## src/rtl/wb_write_queue_if.sv

```systemverilog
// Writeback request, bank write port and read-bypass signals of the write queue.
interface wb_write_queue_if #(
  parameter int W     = 32,
  parameter int DEPTH = 4
);
  logic                     alu_valid;
  logic                     alu_ready;
  logic [4:0]               alu_reg;
  logic [W-1:0]             alu_data;
  logic                     mem_valid;
  logic                     mem_ready;
  logic [4:0]               mem_reg;
  logic [W-1:0]             mem_data;
  logic                     RegWrite;
  logic [4:0]               write_reg_in;
  logic [W-1:0]             write_data_in;
  logic [4:0]               IROut1;
  logic [4:0]               IROut2;
  logic                     fwd1_hit;
  logic [W-1:0]             fwd1_data;
  logic                     fwd2_hit;
  logic [W-1:0]             fwd2_data;
  logic [$clog2(DEPTH):0]   count;

  modport master (
    input  alu_valid, alu_reg, alu_data, mem_valid, mem_reg, mem_data, IROut1, IROut2,
    output alu_ready, mem_ready, RegWrite, write_reg_in, write_data_in,
           fwd1_hit, fwd1_data, fwd2_hit, fwd2_data, count
  );

  modport slave (
    output alu_valid, alu_reg, alu_data, mem_valid, mem_reg, mem_data, IROut1, IROut2,
    input  alu_ready, mem_ready, RegWrite, write_reg_in, write_data_in,
           fwd1_hit, fwd1_data, fwd2_hit, fwd2_data, count
  );
endinterface

```

## src/rtl/wb_write_queue.sv

```systemverilog
// In-order writeback FIFO feeding the register bank's single write port, with
// read-side bypass of pending values (youngest match wins).
module wb_write_queue #(
  parameter int W     = 32,
  parameter int DEPTH = 4
) (
  input logic              clk,
  input logic              rst,
  wb_write_queue_if.master bus
);
  localparam int AW = $clog2(DEPTH);
  localparam int CW = AW + 1;
  localparam logic [CW-1:0] C_FULL   = CW'(DEPTH);
  localparam logic [CW-1:0] C_FULLM1 = CW'(DEPTH - 1);

  logic [4:0]    r_reg  [DEPTH];
  logic [W-1:0]  r_data [DEPTH];
  logic [AW-1:0] r_rd;
  logic [AW-1:0] r_wr;
  logic [CW-1:0] r_cnt;

  logic          w_mem_ready;
  logic          w_alu_ready;
  logic          w_mem_push;
  logic          w_alu_push;
  logic          w_pop;
  logic [AW-1:0] w_alu_slot;
  logic [W:0]    w_fwd1;
  logic [W:0]    w_fwd2;

  // Ready looks only at occupancy so a full queue refuses even while it drains.
  assign w_mem_ready = (r_cnt < C_FULL);
  assign w_alu_ready = bus.mem_valid ? (r_cnt < C_FULLM1) : (r_cnt < C_FULL);

  assign w_mem_push = bus.mem_valid && w_mem_ready && (bus.mem_reg != 5'd0);
  assign w_alu_push = bus.alu_valid && w_alu_ready && (bus.alu_reg != 5'd0);
  assign w_pop      = (r_cnt != '0);
  assign w_alu_slot = r_wr + AW'(w_mem_push);

  function automatic logic [W:0] fwd_lookup(input logic [4:0] addr);
    logic          hit;
    logic [W-1:0]  data;
    logic [AW-1:0] idx;
    hit  = 1'b0;
    data = '0;
    for (int i = 0; i < DEPTH; i++) begin
      idx = r_rd + AW'(i);
      if ((CW'(i) < r_cnt) && (addr != 5'd0) && (r_reg[idx] == addr)) begin
        hit  = 1'b1;
        data = r_data[idx];
      end
    end
    return {hit, data};
  endfunction

  always_comb begin
    w_fwd1 = fwd_lookup(bus.IROut1);
    w_fwd2 = fwd_lookup(bus.IROut2);
  end

  // Queue storage: mem entry is older than a same-cycle alu entry.
  always_ff @(posedge clk) begin
    if (w_mem_push) begin
      r_reg[r_wr]  <= bus.mem_reg;
      r_data[r_wr] <= bus.mem_data;
    end
    if (w_alu_push) begin
      r_reg[w_alu_slot]  <= bus.alu_reg;
      r_data[w_alu_slot] <= bus.alu_data;
    end
  end

  always_ff @(posedge clk or posedge rst) begin
    if (rst) begin
      r_rd  <= '0;
      r_wr  <= '0;
      r_cnt <= '0;
    end else begin
      r_wr  <= r_wr + AW'(w_mem_push) + AW'(w_alu_push);
      r_rd  <= r_rd + AW'(w_pop);
      r_cnt <= r_cnt + CW'(w_mem_push) + CW'(w_alu_push) - CW'(w_pop);
    end
  end

  assign bus.mem_ready     = w_mem_ready;
  assign bus.alu_ready     = w_alu_ready;
  assign bus.RegWrite      = w_pop;
  assign bus.write_reg_in  = w_pop ? r_reg[r_rd]  : 5'd0;
  assign bus.write_data_in = w_pop ? r_data[r_rd] : '0;
  assign bus.fwd1_hit      = w_fwd1[W];
  assign bus.fwd1_data     = w_fwd1[W-1:0];
  assign bus.fwd2_hit      = w_fwd2[W];
  assign bus.fwd2_data     = w_fwd2[W-1:0];
  assign bus.count         = r_cnt;
endmodule

```

## src/flat_wrapper.sv

```systemverilog
// flat-port wrapper written by rule: the top's interface ports become plain ports
module wb_write_queue_flat 
#(
  parameter int W     = 32,
  parameter int DEPTH = 4
)
  (clk, rst, bus_alu_valid, bus_alu_reg, bus_alu_data, bus_mem_valid, bus_mem_reg, bus_mem_data, bus_IROut1, bus_IROut2, bus_alu_ready, bus_mem_ready, bus_RegWrite, bus_write_reg_in, bus_write_data_in, bus_fwd1_hit, bus_fwd1_data, bus_fwd2_hit, bus_fwd2_data, bus_count);
  wb_write_queue_if #(.W(W), .DEPTH(DEPTH)) bus_i ();
  input logic clk;
  input logic rst;
  input wire logic [$bits(bus_i.alu_valid)-1:0] bus_alu_valid;
  input wire logic [$bits(bus_i.alu_reg)-1:0] bus_alu_reg;
  input wire logic [$bits(bus_i.alu_data)-1:0] bus_alu_data;
  input wire logic [$bits(bus_i.mem_valid)-1:0] bus_mem_valid;
  input wire logic [$bits(bus_i.mem_reg)-1:0] bus_mem_reg;
  input wire logic [$bits(bus_i.mem_data)-1:0] bus_mem_data;
  input wire logic [$bits(bus_i.IROut1)-1:0] bus_IROut1;
  input wire logic [$bits(bus_i.IROut2)-1:0] bus_IROut2;
  output wire logic [$bits(bus_i.alu_ready)-1:0] bus_alu_ready;
  output wire logic [$bits(bus_i.mem_ready)-1:0] bus_mem_ready;
  output wire logic [$bits(bus_i.RegWrite)-1:0] bus_RegWrite;
  output wire logic [$bits(bus_i.write_reg_in)-1:0] bus_write_reg_in;
  output wire logic [$bits(bus_i.write_data_in)-1:0] bus_write_data_in;
  output wire logic [$bits(bus_i.fwd1_hit)-1:0] bus_fwd1_hit;
  output wire logic [$bits(bus_i.fwd1_data)-1:0] bus_fwd1_data;
  output wire logic [$bits(bus_i.fwd2_hit)-1:0] bus_fwd2_hit;
  output wire logic [$bits(bus_i.fwd2_data)-1:0] bus_fwd2_data;
  output wire logic [$bits(bus_i.count)-1:0] bus_count;
  assign bus_i.alu_valid = bus_alu_valid;
  assign bus_i.alu_reg = bus_alu_reg;
  assign bus_i.alu_data = bus_alu_data;
  assign bus_i.mem_valid = bus_mem_valid;
  assign bus_i.mem_reg = bus_mem_reg;
  assign bus_i.mem_data = bus_mem_data;
  assign bus_i.IROut1 = bus_IROut1;
  assign bus_i.IROut2 = bus_IROut2;
  assign bus_alu_ready = bus_i.alu_ready;
  assign bus_mem_ready = bus_i.mem_ready;
  assign bus_RegWrite = bus_i.RegWrite;
  assign bus_write_reg_in = bus_i.write_reg_in;
  assign bus_write_data_in = bus_i.write_data_in;
  assign bus_fwd1_hit = bus_i.fwd1_hit;
  assign bus_fwd1_data = bus_i.fwd1_data;
  assign bus_fwd2_hit = bus_i.fwd2_hit;
  assign bus_fwd2_data = bus_i.fwd2_data;
  assign bus_count = bus_i.count;
  wb_write_queue #(.W(W), .DEPTH(DEPTH)) u_core (.clk(clk), .rst(rst), .bus(bus_i));
endmodule
```

## config.mk

```make
export PLATFORM = sky130hd
export DESIGN_NAME = wb_write_queue_flat
export DESIGN_NICKNAME = d
export VERILOG_FILES = /design/src/rtl/wb_write_queue_if.sv /design/src/rtl/wb_write_queue.sv /design/src/flat_wrapper.sv
export SDC_FILE = /design/constraint.sdc
export NUM_CORES = 1
export LEC_CHECK = 0
export ABC_AREA = 1
export CAP_MARGIN = 10
export CORE_AREA = 5 5 168 170
export DETAILED_ROUTE_END_ITERATION = 7
export DIE_AREA = 0 0 173 175
export PLACE_DENSITY = 0.85
export SLEW_MARGIN = 20
export SYNTH_ARGS = -nofsm -noshare
export SYNTH_HDL_FRONTEND = slang
export SYNTH_SLANG_ARGS = --single-unit
```

## constraint.sdc

```tcl
create_clock -name clk -period 5.01 [get_ports clk]
set_clock_uncertainty 0.2 [all_clocks]
set_input_delay 1.002 -clock clk [delete_from_list [all_inputs] [get_ports clk]]
set_output_delay 1.002 -clock clk [all_outputs]
set_load 0.005 [all_outputs]
```

## Word-level counts from Yosys, hierarchy flattened

Memories as Yosys holds them, arrays and structs flattened.
Index checks and enable logic that the tools add are counted.

| cells by class | value |
|---|---|
| order comparisons | 6 |
| reductions and logical operators | 25 |
| $add $sub $neg | 9 |
| equality and inequality tests | 8 |
| muxes and demuxes | 23 |

Operators by type and width:

| cell | number |
|---|---|
| 2-to-1 mux 32 bit | 9 |
| equality test 5 bit | 8 |
| logical AND 1 bit | 20 |
| nonzero test 5 bit | 4 |
| 2-to-1 mux 1 bit | 13 |
| adder 2 x 1 -> 2 bit | 3 |
| adder 3 x 1 -> 3 bit | 2 |
| less-than comparator 1 x 3 -> 1 bit, first input constant | 2 |
| less-than comparator 2 x 3 -> 1 bit, first input constant | 2 |
| 2-to-1 mux 5 bit | 1 |
| adder 2 bit, second input constant | 2 |
| less-than comparator 3 x 2 -> 1 bit, second input constant | 1 |
| less-than comparator 3 bit, second input constant | 1 |
| nonzero test 3 bit | 1 |
| subtractor 3 x 1 -> 3 bit | 1 |
| adder 2 x 1 -> 2 bit, second input constant | 1 |

| word-level totals | value |
|---|---|
| bits in writable memories | 148 |
| word-level logic and storage cells | 76 |
| output and inout bits | 109 |
| memories | 2 |
| flip-flop bits (word level) | 7 |

Memory list:

| name | words | width | read ports | clocked after memory_dff | wr ports | line | source |
|---|---|---|---|---|---|---|---|
| u_core.r_data | 4 | 32 | 4 | 0 | 2 | wb_write_queue.sv:17 | `logic [W-1:0] r_data [DEPTH];` |
| u_core.r_reg | 4 | 5 | 4 | 0 | 2 | wb_write_queue.sv:16 | `logic [4:0] r_reg [DEPTH];` |

## Longest topological paths before layout

Gate-level depths: netlist of run 1.

| depth | value |
|---|---|
| word-level depth | 7 |
| mapped depth | 18 |

## Least setup slack after synthesis of run 1

No wires, ideal clock.

| timing | value |
|---|---|
| path type | input to register |
| start | input port bus_mem_reg[3] |
| end | memory u_core.r_data[2][0], enable pin |
| path slack | 0.314 ns |
| required time | 4.323 ns |
| arrival time | 4.009 ns |
| library setup time | 0.487 ns |
| stages | 4 |
| cells stage by stage | nor3_1 nand2_1 nand3_1 o31ai_1 |

RTL lines:

| what | line | source |
|---|---|---|
| start: declaration | flat_wrapper.sv:15 | `input wire logic [$bits(bus_i.mem_reg)-1:0] bus_mem_reg;` |
| end: declaration | wb_write_queue.sv:17 |  |

## Worst setup path after layout of run 1

| timing | value |
|---|---|
| start | register u_core.r_rd[1] |
| end | output port bus_fwd2_data[22] |

| between the ends | value |
|---|---|
| longest elaborated chain between the ends | 7 |

RTL lines:

| what | line | source |
|---|---|---|
| start: declaration | wb_write_queue.sv:18 | `logic [AW-1:0] r_rd;` |
| start signal: assignment | wb_write_queue.sv:80 | `r_rd <= r_rd + AW'(w_pop);` |
| adder 2 x 1 -> 2 bit / memory (4 x 5 bit) (equally long branches) | - |  |
| memory (4 x 5 bit) / equality test 5 bit (equally long branches) | - |  |
| equality test 5 bit / logical AND 1 bit (equally long branches) | wb_write_queue.sv:48 | `if ((CW'(i) < r_cnt) && (addr != 5'd0) && (r_reg[idx] == addr)) begin` |
| logical AND 1 bit / 2-to-1 mux 32 bit (equally long branches) | wb_write_queue.sv:48 |  |
| 2-to-1 mux 32 bit (2 in a row) | wb_write_queue.sv:48 |  |
| 2-to-1 mux 32 bit * | wb_write_queue.sv:48 |  |
| end: declaration | flat_wrapper.sv:27 | `output wire logic [$bits(bus_i.fwd2_data)-1:0] bus_fwd2_data;` |

Mark *: on every way between the ends. The rest lies on a longest branch, timed or not.

==> results of run 1 <==
==> metal layers <==
metal / part of all wire (%) / track usage (%)
met5: 0.071 / 0
met4: 2.6 / 8.38
met3: 13 / 7.90
met2: 45 / 49.4
met1: 40 / 41.2
==> stage by stage <==
stage                     instances  hold slack, ps  utilization [%]
after global routing           2718             545             62.5
after detailed placement       2686             490             60.1
final                          2718             491             62.5
after floorplan                2264             280                -
after CTS                      2718             505             62.4
after global placement         2686             465             60.1
==> report_power, final <==
part           switching [uW]  internal [uW]  total, uW
Sequential                198           1950       2150
Clock                     570            798       1370
Combinational            5150           2730       7880
==> cells in the mapped netlist, drive strengths merged <==
library cell	n	area, um^2
o21a	2	15.0
dfrtp	7	175
mux2i	5	50.1
o21ai	407	2040
clkbuf	79	297
edfxtp	148	4440
or2	4	25.0
buf	82	445
nand3b	2	15.0
nor4	1	6.26
nor2	271	1030
ha	6	75.1
a21oi	6	30.0
xnor2	3	26.3
nand2	832	3120
nor3	3	15.0
nand3	128	646
o31ai	2	15.0
inv	202	758
nand4	66	413
a31oi	1	6.26
xor2	5	43.8
fa	2	40.0
==> area by class of cell <==
cell class                 count  area [um^2]  area share (%)
clock inverter                14          188            1.13
tap                          341          427            2.57
inverter                     202          759            4.57
timing repair buffer         242         2450            14.8
clock buffer                  18          429            2.58
multi-input combinational   1746         7730            46.5
sequential                   155         4630            27.8
==> path summary, 6_finish.rpt <==
kind | start | end | slack (ps)
worst max register to register | u_core.bus.count[2] | u_core.r_data[3][6] | 1840
worst min register to register | u_core.bus.count[0] | u_core.bus.count[0] | 490
min in group asynchronous | rst | u_core.bus.count[2] | 610
worst max-delay path | u_core.r_rd[1] | bus_fwd2_data[22] | 190
max in group asynchronous | rst | u_core.r_rd[0] | 3770
worst min-delay path | u_core.bus.count[0] | u_core.bus.count[0] | 490
==> logic make-up after synthesis <==
| group | count (synthesis) |
|---|---|
| adders and majority gates | 8 |
| muxes | 5 |
| buffers and inverters | 363 |
| xor gates and xnor gates | 8 |
| AOI/OAI and AO/OA | 418 |
| DFF | 155 |
| and+or+nand+nor | 1307 |
==> worst reg2reg max path, delay by kind of cell, from the launching register on <==
| kind | cells | cell delay, ps |
|---|---|---|
| xor gates and xnor gates | 1 | 460 |
| and+or+nand+nor | 3 | 550 |
| AOI/OAI and AO/OA | 1 | 220 |
| DFF | 1 | 520 |
| adders and majority gates | 1 | 210 |
| buffers and inverters | 3 | 730 |
==> timing repair <==
action | in CTS | in global routing
setup endpoints to repair | 26 | 64
hold endpoints to repair | 0 | 0
resized for setup | 1 | 10
==> results.py, run 1 <==
metrics = {
    "logic_synthesis": {
        "avgSynthCellArea_um2": 6.07,
        "synthAdderAreaFrac_pct": 0.838,
        "syn-instance-count": 2264,
        "synth_compound_area_share_pct": 15.4,
        "synth_top_family_by_area": "simple AND/OR/NAND/NOR gates",
        "syn_nets": 2360,
        "yosys.area_share.simple_pct": 38.4,
        "synth-seq-cells": 155,
        "syn_area_um2": 13700,
        "synth_xor_area_share_pct": 0.510,
        "synth.distinct_cells": 32,
        "seq_area_frac_synth_pct": 33.6,
        "yosys_warnings": 0,
        "synthMuxAreaShare_pct": 0.364,
    },
    "min_path": {
        "whs_path_depth": 1,
        "min_path_type": "flip-flop to flip-flop",
    },
    "worst_setup_path": {
        "cp-start-kind": "flip-flop",
        "end_kind": "output pin",
        "path_max_fanout": 65,
        "critPathRequiredTime_ps": 3810,
        "worstSetupPathDepth": 14,
        "critPathArrivalTime_ps": 3620,
        "path_class": "flip-flop to output pin",
        "path_delay_family": "simple AND/OR/NAND/NOR gates",
        "crit_buf_inv": 3,
        "cpMostUsedCell": "nand2_1",
        "r2r_cells": 9,
        "crit_chain": "clkinv_2, nand2_1, nand2_4, o21ai_1, nand2_1, o21ai_1, nor2_1, nand2_1, nor2_4, buf_12, nor2_1, nand2_1, nand2_1, clkdlybuf4s50_1",
        "cpPeakStageDelay_ps": 550,
        "cp_slowest_cell": "dfrtp_4",
    },
    "routing": {
        "drc": 0,
        "drt-vias-per-instance": 5.72,
        "wirelength_mm": 47.9,
        "drt-initial-drc-count": 2066,
        "vias": 15500,
        "first_pass_iters": 6,
        "wire_per_inst_um": 17.6,
        "postRouteAntennaNets": 0,
    },
    "sta": {
        "fin_crit_sh_pct": 96.2,
        "fmax_mhz": 208,
        "fin_ws_ps": 192,
        "worst_pin_slew_ps": 1030,
        "relSlewSlack_pct": 31.5,
        "maxSlewViolCount": 0,
        "finalSetupTns_ps": 0,
        "fin_crit_ps": 4820,
        "hold_viol": 0,
        "setup_viol": 0,
        "rsz0062_at_grt": "no",
    },
    "clocking": {
        "cts_tree": "built",
        "clockBufferDepth": 2,
        "clk_latency_ps": 430,
        "cts_hold_buffers": 0,
        "post_cts_buffers": 0,
        "cts_buffers": 17,
        "cts.sinks": 155,
        "cts_max_level": 4,
        "cts_root_buf": "clkbuf_16",
        "clkSlewWorstSetupHoldPaths_ps": 60,
    },
    "placement": {
        "hpwl_mm": 34.1,
        "finalWeightedCongestion": 0.969,
        "postPlaceCellArea_um2": 16000,
        "preCtsSetupSlack_ps": 241,
        "io_buffers": 196,
    },
    "global_route": {
        "antenna_found_initial": 2,
        "gr-total-overflow": 0,
        "grt_pass1_wl_mm": 75.1,
        "grt_max_degree": 109,
        "grt_pass1_vias": 14000,
        "track_usage_pct": 30.6,
    },
    "die": {
        "die-area_um2": 30300,
        "die_w_um": 173,
        "core_area_um2": 26600,
        "dieHeight_um": 175,
        "rows": 60,
        "io-pin-count": 197,
        "start_util_pct": 51.7,
    },
    "finish": {
        "largest_register_ffs": 128,
        "final_common_cell": "nand2_1",
        "fin_nets": 2460,
        "fin_area_um2": 16600,
        "nFillCells": 2363,
        "antenna_cells": 0,
        "layout-drive-gt1-share_pct": 4.63,
        "mostFrequentLayoutCells": "nand2_1 (828), o21ai_0 (362), nor2_1 (263), inv_1 (198), clkdlybuf4s50_1 (196)",
        "synthToLayoutAreaGrowth_pct": 20.9,
    },
    "pwr": {
        "powerDensity_nw_per_um2": 686,
        "vdd_drop_max_mv": 0.385,
        "power.leakage_uw": 0.00773,
        "p_total_uw": 11400,
    },
    "job": {
        "max_cap_viol_count": 0,
    },
    "status": {
        "outcome": "completed",
    },
}
Power figures use the tool's default switching activity.
==> inputs of run 2 (changes only) <==
--- a/config.mk
+++ b/config.mk
@@ -10,7 +10,7 @@
 export CORE_AREA = 5 5 168 170
 export DETAILED_ROUTE_END_ITERATION = 7
 export DIE_AREA = 0 0 173 175
-export PLACE_DENSITY = 0.85
+export PLACE_DENSITY = 0.86
 export SLEW_MARGIN = 20
 export SYNTH_ARGS = -nofsm -noshare
 export SYNTH_HDL_FRONTEND = slang
==> run 2 against run 1 <==
Compared with the run above:
- the flow now finishes with violations (DRC)
- routed wire length rose by 2.7%
- via count rose by 0.93%
- die area did not move
- maximum frequency fell by 1.8%
- clock power fell by 8%
==> results.py, run 2 (same netlist as run 1, synthesis figures left out) <==
metrics = {
    "routing": {
        "drc": 9,
        "first_pass_iters": 8,
        "wire_per_inst_um": 18.1,
        "drt-initial-drc-count": 2519,
        "vias": 15700,
        "postRouteAntennaNets": 0,
        "drt-vias-per-instance": 5.76,
        "wirelength_mm": 49.2,
    },
    "die": {
        "rows": 60,
        "die_w_um": 173,
        "dieHeight_um": 175,
        "start_util_pct": 51.7,
        "die-area_um2": 30300,
        "core_area_um2": 26600,
        "io-pin-count": 197,
    },
    "clocking": {
        "cts.sinks": 155,
        "clockBufferDepth": 2,
        "clkSlewWorstSetupHoldPaths_ps": 60,
        "cts_buffers": 17,
        "cts_root_buf": "clkbuf_16",
        "cts_hold_buffers": 0,
        "cts_tree": "built",
        "cts_max_level": 4,
        "clk_latency_ps": 430,
    },
    "global_route": {
        "grt_pass1_vias": 14200,
        "grtUsageMet2_pct": 48.9,
        "gr-total-overflow": 0,
        "grt_use_met3_pct": 7.12,
        "antenna_found_initial": 1,
        "grt_max_degree": 178,
        "grt_pass1_wl_mm": 75.8,
        "busiest_layer": "met2",
        "track_usage_pct": 30.9,
        "use_met1_pct": 41.7,
    },
    "worst_setup_path": {
        "end_kind": "output pin",
        "worstSetupPathDepth": 11,
        "cp-start-kind": "primary input",
        "regToRegEndpoint": "u_core.r_data[0][26]",
        "critPathArrivalTime_ps": 3710,
        "reg2reg_from": "u_core.bus.count[2]",
        "path_delay_family": "buffers and inverters",
        "cpPeakStageDelay_ps": 580,
        "cp_slowest_cell": "clkdlybuf4s50_1",
        "r2r_slack_ps": 1620,
        "critPathRequiredTime_ps": 3810,
        "crit_chain": "clkdlybuf4s50_1, inv_1, nand3_1, nand3_1, nor2_2, buf_4, nand4_1, nand3_1, nand2_1, nand2_1, clkdlybuf4s50_1",
        "r2r_cells": 9,
        "cpMostUsedCell": "nand3_1",
        "crit_buf_inv": 4,
        "path_max_fanout": 32,
        "path_class": "primary input to output pin",
    },
    "finish": {
        "final_util_pct": 62.7,
        "layout-drive-gt1-share_pct": 4.71,
        "regArea_um2": 4630,
        "fin_nets": 2463,
        "multi_input_area_um2": 7730,
        "final_common_cell": "nand2_1",
        "largest_register_ffs": 128,
        "mostFrequentLayoutCells": "nand2_1 (828), o21ai_0 (362), nor2_1 (263), inv_1 (198), clkdlybuf4s50_1 (196)",
        "synthToLayoutAreaGrowth_pct": 21.2,
        "nFillCells": 2393,
    },
    "placement": {
        "io_buffers": 196,
        "preCtsSetupSlack_ps": 191,
        "finalWeightedCongestion": 0.947,
        "hpwl_mm": 34.9,
    },
    "sta": {
        "maxSlewViolCount": 0,
        "fin_crit_sh_pct": 98.0,
        "finalSetupTns_ps": 0,
        "fin_crit_ps": 4910,
        "hold_viol": 0,
        "fmax_mhz": 204,
        "setup_viol": 0,
        "relSlewSlack_pct": 33.4,
        "fin_ws_ps": 101,
        "worst_pin_slew_ps": 999,
        "rsz0062_at_grt": "no",
    },
    "pwr": {
        "powerDensity_nw_per_um2": 684,
        "p_int_uw": 5400,
        "vdd_drop_max_mv": 0.348,
        "p_seq_share_pct": 19.0,
        "switchingPower_uw": 5990,
        "p_sw_share_pct": 52.6,
        "p_total_uw": 11400,
        "power.leakage_uw": 0.00775,
        "pwr-share-comb_pct": 69.9,
        "power_frac_clock_pct": 11.0,
    },
    "min_path": {
        "whs_path_depth": 1,
        "hp-start": "u_core.bus.count[0]",
        "min_path_type": "flip-flop to flip-flop",
        "min_to": "u_core.bus.count[0]",
    },
    "status": {
        "violations": "DRC",
        "outcome": "finished, violations left",
    },
    "job": {
        "max_cap_viol_count": 0,
    },
}
[run 2: cell types whose count changed in the layout (fill, tap and decap cells not counted), moves of 2 or more]
cell / delta
buf_16: +3
bufinv_16: -2
clkinv_2: +2
inv_6: +2
[run 2: cell type report]
| class | instances | area share, % |
|---|---|---|
| diodes | 1 | 0.0150 |
| clock buffers | 18 | 2.58 |
| clock inverters | 14 | 0.812 |
| inverters | 202 | 4.56 |
| multi-input cells | 1746 | 46.4 |
| flip-flops and latches | 155 | 27.8 |
| well taps | 341 | 2.56 |
| repair buffers | 245 | 15.3 |
[run 2: power by group through the flow]
stage | clock (uW) | sequential, uW | combinational (uW)
global route | 1310 | 2200 | 8710
CTS | 1250 | 2150 | 7680
floorplan | 0 | 2120 | 4630
global placement | 0 | 2160 | 7520
detailed placement | 0 | 2180 | 7640
finish | 1260 | 2170 | 7970
[run 2: worst max-delay path by stage]
| stage | to | start |
|---|---|---|
| finish | bus_fwd1_data[30] | bus_IROut1[4] |
| detailed placement | bus_fwd1_data[29] | bus_IROut1[4] |
| CTS | bus_fwd2_data[31] | u_core.r_rd[1] |
| global placement | bus_fwd1_data[29] | bus_IROut1[4] |
| floorplan | u_core.r_data[2][0] | bus_mem_reg[3] |
| global route | bus_fwd2_data[15] | u_core.r_rd[1] |
[run 2: stage by stage]
step | instance area, um^2 | hold WS (ps) | std cells
2_1_floorplan | 13700 | 280 | 2264
3_3_place_gp | 16000 | 460 | 2686
3_5_place_dp | 16000 | 471 | 2686
4_1_cts | 16500 | 486 | 2718
5_1_grt | 16600 | 560 | 2722
6_report | 16600 | 475 | 2722
[run 2: worst register-to-register path: stages (launching register included)]
cell,delay [ps]
dfrtp_1,580
inv_1,170
nand3_1,320
inv_1,110
ha_1,210
xnor2_1,480
nand3_2,180
o21ai_4,330
buf_16,250
buf_4,260
[run 2: repair_timing]
item	4_1_cts	5_1_grt
cloned	0	1
setup endpoints to repair	8	67
setup buffers	0	0
gates resized for setup	1	6
[run 2: per-layer routing]
metal | routed length, um | vias up | share of wire, %
met4 | 1680 | 0 | 3.4
met3 | 6430 | 134 | 13
met5 | 0 | - | 0
met2 | 21700 | 1072 | 44
li1 | - | 7519 | -
met1 | 19400 | 6958 | 39
